$ cat config.mk
export PLATFORM = sky130hd
export DESIGN_NAME = contador_4b
export DESIGN_NICKNAME = d
export VERILOG_FILES = /design/src/rtl/contador_4b.sv
export SDC_FILE = /design/constraint.sdc
export NUM_CORES = 1
export LEC_CHECK = 0
export BUFFER_PORTS_ARGS = -buffer_cell sky130_fd_sc_hd__buf_2
export CORE_MARGIN = 2
export CORE_UTILIZATION = 30
export DETAILED_ROUTE_END_ITERATION = 10
export HOLD_SLACK_MARGIN = 0.03
export SLEW_MARGIN = 0
export SYNTH_ARGS = -nofsm -noshare
export SYNTH_HDL_FRONTEND = slang
export SYNTH_SLANG_ARGS = --single-unit
$ cat constraint.sdc
create_clock -name CLK -period 1.95 [get_ports CLK]
set_input_delay 0 -clock CLK [delete_from_list [all_inputs] [get_ports CLK]]
set_output_delay 0 -clock CLK [all_outputs]
set_load 0.03 [all_outputs]
$ cat src/rtl/contador_4b.sv
// 4-bit multi-mode counter: up by 1, down by 1, down by 3, or parallel load, with a wrap flag (RCO).
// Define CONTADOR_RCO_LOOKAHEAD_EN to get a combinational lookahead RCO instead of the registered one.
module contador_4b (
  input  logic       CLK,
  input  logic       RESET_L,
  input  logic       ENB,
  input  logic [1:0] MODO,
  input  logic [3:0] D,
  output logic [3:0] Q,
  output logic       RCO
);

  typedef enum logic [1:0] {
    MODE_UP    = 2'b00,
    MODE_DOWN  = 2'b01,
    MODE_DOWN3 = 2'b10,
    MODE_LOAD  = 2'b11
  } mode_t;

  mode_t      mode;
  logic [3:0] q_next;
  logic       wrap;

  assign mode = mode_t'(MODO);

  // wrap means this edge's update crosses the 0/15 boundary; loads never wrap
  always_comb begin
    q_next = Q;
    wrap   = 1'b0;
    if (ENB) begin
      unique case (mode)
        MODE_UP: begin
          q_next = Q + 4'd1;
          wrap   = (Q == 4'hF);
        end
        MODE_DOWN: begin
          q_next = Q - 4'd1;
          wrap   = (Q == 4'h0);
        end
        MODE_DOWN3: begin
          q_next = Q - 4'd3;
          wrap   = (Q < 4'd3);
        end
        MODE_LOAD: begin
          q_next = D;
          wrap   = 1'b0;
        end
      endcase
    end
  end

  always_ff @(posedge CLK or negedge RESET_L) begin
    if (!RESET_L) begin
      Q <= 4'h0;
    end else begin
      Q <= q_next;
    end
  end

`ifdef CONTADOR_RCO_LOOKAHEAD_EN
  // high in the cycle before the wrapping edge so a following stage can use it as its enable
  assign RCO = wrap & RESET_L;
`else
  always_ff @(posedge CLK or negedge RESET_L) begin
    if (!RESET_L) begin
      RCO <= 1'b0;
    end else begin
      RCO <= wrap;
    end
  end
`endif

endmodule

# Word level (Yosys, flattened, before mapping)
# Cells that the tools add are included.
# W data, S select, Z words.
dict set report word_totals {
  ff_bits 5
  mem_count 0
  ramBits 0
  romBits 0
  output_inout_bits 5
  latchBits 0
  inputBits 9
  wordCells 15
}
dict set report op_classes {
  bitwise_logic 0
  n_div 0
  reduce_logical 2
  mux 3
  n_shift 0
  n_eq_ne 4
  add_sub_neg 3
  multipliers 0
  n_lt_le_gt_ge 1
}
# cell n
set op_table {}
lappend op_table {{$pmux W4 S4} 1}
lappend op_table {{$add A4 B1 Y4 const B} 1}
lappend op_table {{$eq A2 B2 Y1 const B} 2}
lappend op_table {{$eq A4 B4 Y1 const B} 1}
lappend op_table {{$logic_not A4 Y1} 1}
lappend op_table {{$lt A4 B2 Y1 const B} 1}
lappend op_table {{$pmux W1 S4} 1}
lappend op_table {{$sub A4 B1 Y4 const B} 1}
lappend op_table {{$sub A4 B2 Y4 const B} 1}
lappend op_table {{$eq A2 B1 Y1 const B} 1}
lappend op_table {{$logic_not A2 Y1} 1}
lappend op_table {{$mux W1} 1}

# Longest topological paths before layout
dict set report depth {
  depth_word 3
  mapped_depth 9
  mapped_depth_nobuf 8
}

# Least setup slack after synthesis
# Ideal clock, no wire load.
dict set report synth_path {
  path_kind {reg2reg}
  from {reg Q[1]}
  to {reg Q[2]}
  setup_time_ns 0.123
  period_less_slack_ns 1.928
  setup_slack_ns 0.022
  t_arrival_ns 1.805
  n_path_buf 0
  path_stages_with_launch 8
  cell_sequence {dfrtp_1 inv_1 xnor2_1 ha_1 nor3b_1 a21oi_1 mux2_1 o221a_2}
}
dict set report synth_between {
  elab_chain_len 2
  elab_cells_between_ends 4
  classes_between {add/sub: 3; mux: 1}
}
# item line
set synth_rtl {}
lappend synth_rtl {{from (decl)} 9} ;# output logic [3:0] Q,
lappend synth_rtl {{from (signal assigned)} 56} ;# Q <= q_next;
lappend synth_rtl {{$sub A4 B2 Y4, or another cell as far along} 41} ;# q_next = Q - 4'd3;
lappend synth_rtl {{$pmux W4 S4 (*)} 31} ;# unique case (mode)
# Every way passes the cells marked *; elsewhere a longest branch is shown, timed or not.
# A chain may end at the register's enable or synchronous reset.

# Worst setup path in the final report
# Same ends and word-level chain as after synthesis.

==> reports/qor.yml <==
synthXorXnorAreaFrac: 0.0597
clock_sinks: 5
numCtsBuffers: 3
syn_inst: 51
ios: 14
cts-htree-levels: 1
period_minus_slack_ps: 1850
critPathLaunchType: "flip-flop"
synth_largest_area_cell: "dfrtp_1"
synth_seq_cells: 5
die_w_um: 42.3
antenna_cells: 0
drv_cap: 0
vias: 424
dp.cells: 76
ir_worst_vdd_uv: 462
skew_ps: 2.47
grt_pass1_vias: 376
die_height_um: 42.3
cts_tree: "done"
fill_cells: 149
portBuffers: 13
seq_power_share: 0.303
nets: 80
grt_max_degree: 13
place.gp.congestion: 0.737
min_period_over_period: 0.948
ctsResizeCount: 0
gr-total-overflow: 0
postCtsSetupBuffers: 0
hold_viol: 0
maxSlewHeadroom: 0.825
start_util: 0.330
timing.fmax_mhz: 541
clk_latency_ps: 250
final_cell_mix: "buf_2 (13), nand2_1 (6), dfrtp_1 (5)"
synth_top_family_by_area: "compound AO/OA/AOI/OAI gates"
drtIter0Drc: 5
switching_share: 0.408
min_path_type: "primary input to async pin"
p_leak_uw: 0.000255
p_int_uw: 299
regArea_sq_um: 125
drtAntennaViolNets: 0
cp_data_required_time_ps: 2080
instances_no_fill: 82
worstSetupPathType: "flip-flop to flip-flop"
wl_per_cell_um: 11.8
fin_util: 0.416
rsz0062_at_grt: "false"
yosys.area_share.simple: 0.199
synth_compound_area_frac: 0.227
cp.arrival_ps: 1980
synthAdderAreaFrac: 0.0852
power_density_mw_per_mm2: 912
syn_area_per_cell_sq_um: 8.64
area_delta_synth_final_pct: 25.9
drc_errors: 0
drv_slew: 0
hold_buffers: 2
critPathMaxFanout: 7
die_area_sq_mm: 0.00179
viasPerCell: 5.17
syn-num-nets: 63
dp_hpwl_um: 691
ys_warn_count: 0
drtPass1Iterations: 4
wl_um: 967
clk_path_buf_depth: 2
yosysUniqueCellTypes: 28
netlist_top_cells_area: "dfrtp_1 (28%), ha_1 (8.5%), nand2_1 (5.1%), a21oi_1 (4.5%), xor2_1 (4.0%)"
layout-drive-gt1-share: 0.299
crit_path_end_kind: "flip-flop"
antenna_found_initial: 0
tightest_slew_ps: 259
pwr-share-comb: 0.455
syn_area_sq_um: 440
power_frac_clock: 0.242
synth.top_cell.area_share: 0.284
power_uw: 505
rows: 13
core_area_sq_mm: 0.00133
track_usage: 0.129
ys_seq_area_frac: 0.284
p_switching_uw: 206
multi_input_area_sq_um: 273
status: "finished clean"
path_clk_slew_ps: 40
final_common_cell: "buf_2"
setup_viol: 0
root_buffer: "clkbuf_4"
grt_pass1_wl_um: 1670
synth.area.mux_share: 0.0483
setup_tns_ps: 0
## synth_stat cells (all sizes together)
| cell | count |
|---|---|
| a21oi | 4 |
| a311oi | 1 |
| a31oi | 2 |
| buf | 2 |
| clkbuf | 3 |
| dfrtp | 5 |
| ha | 3 |
| inv | 3 |
| mux2 | 1 |
| mux2i | 1 |
| nand2 | 6 |
| nand2b | 1 |
| nand3 | 1 |
| nand4b | 1 |
| nor2 | 2 |
| nor3b | 2 |
| nor4b | 1 |
| o2111ai | 1 |
| o211ai | 2 |
| o21ai | 2 |
| o221a | 1 |
| o22ai | 1 |
| o31ai | 1 |
| or4b | 1 |
| xnor2 | 1 |
| xor2 | 2 |
## sequential cells by signal, indices dropped and copies added (netlist names)
register  flops
Q             4
RCO           1
## final timing paths
kind                            startpoint   end  slack (ps)  depth (start not counted)
min in group CLK                       ENB  Q[0]         110                          2
worst min-delay path               RESET_L  Q[2]         110                          2
worst min register to register        Q[3]  Q[3]         700                          2
worst max register to register        Q[1]  Q[2]         100                          7
worst max-delay path                  Q[1]  Q[2]         100                          7
max in group asynchronous          RESET_L  Q[0]        1710                          2
## kinds of logic after synthesis
group | Yosys count
and+or+nand+nor | 15
muxes | 2
xor gates and xnor gates | 3
buffers and inverters | 8
AOI/OAI and AO/OA | 15
adders and majority gates | 3
DFF | 5
## through the flow
stage	hold slack, ps	instance area, sq um	worst slack (ps)
4_1_cts	90.3	554	135
2_1_floorplan	-296	440	22.3
3_5_place_dp	-180	508	149
6_report	106	554	102
5_1_grt	120	554	30.0
3_3_place_gp	-179	508	170
## worst max-delay path: stages (launching register included)
cell and delay [ps]:
dfrtp_1 440, inv_1 110, xnor2_1 140, ha_1 190, nor3b_1 210, a21oi_1 70
mux2_1 320, o221a_2 250
## power groups by stage
stage	sequential, uW	clock [uW]	combinational [uW]
detailed placement	154	0	226
floorplan	186	0	146
global placement	154	0	225
CTS	153	125	231
global route	158	139	257
finish	153	122	230
## cell type report
type / count / area share
clock buffers: 4 / 0.0474
inverters: 3 / 0.0203
well taps: 15 / 0.0339
repair buffers: 17 / 0.181
multi-input cells: 38 / 0.492
flip-flops and latches: 5 / 0.226
## layer usage
layer / part of all wire / vias to the layer above / GRT usage
met2: 0.43 / 13 / 0.185
met3: 0.069 / 2 / 0.0690
met5: 0 / - / 0
met1: 0.49 / 191 / 0.157
met4: 0.012 / 0 / 0.0563
li1: - / 218 / -
(Power assumes the default switching activity.)
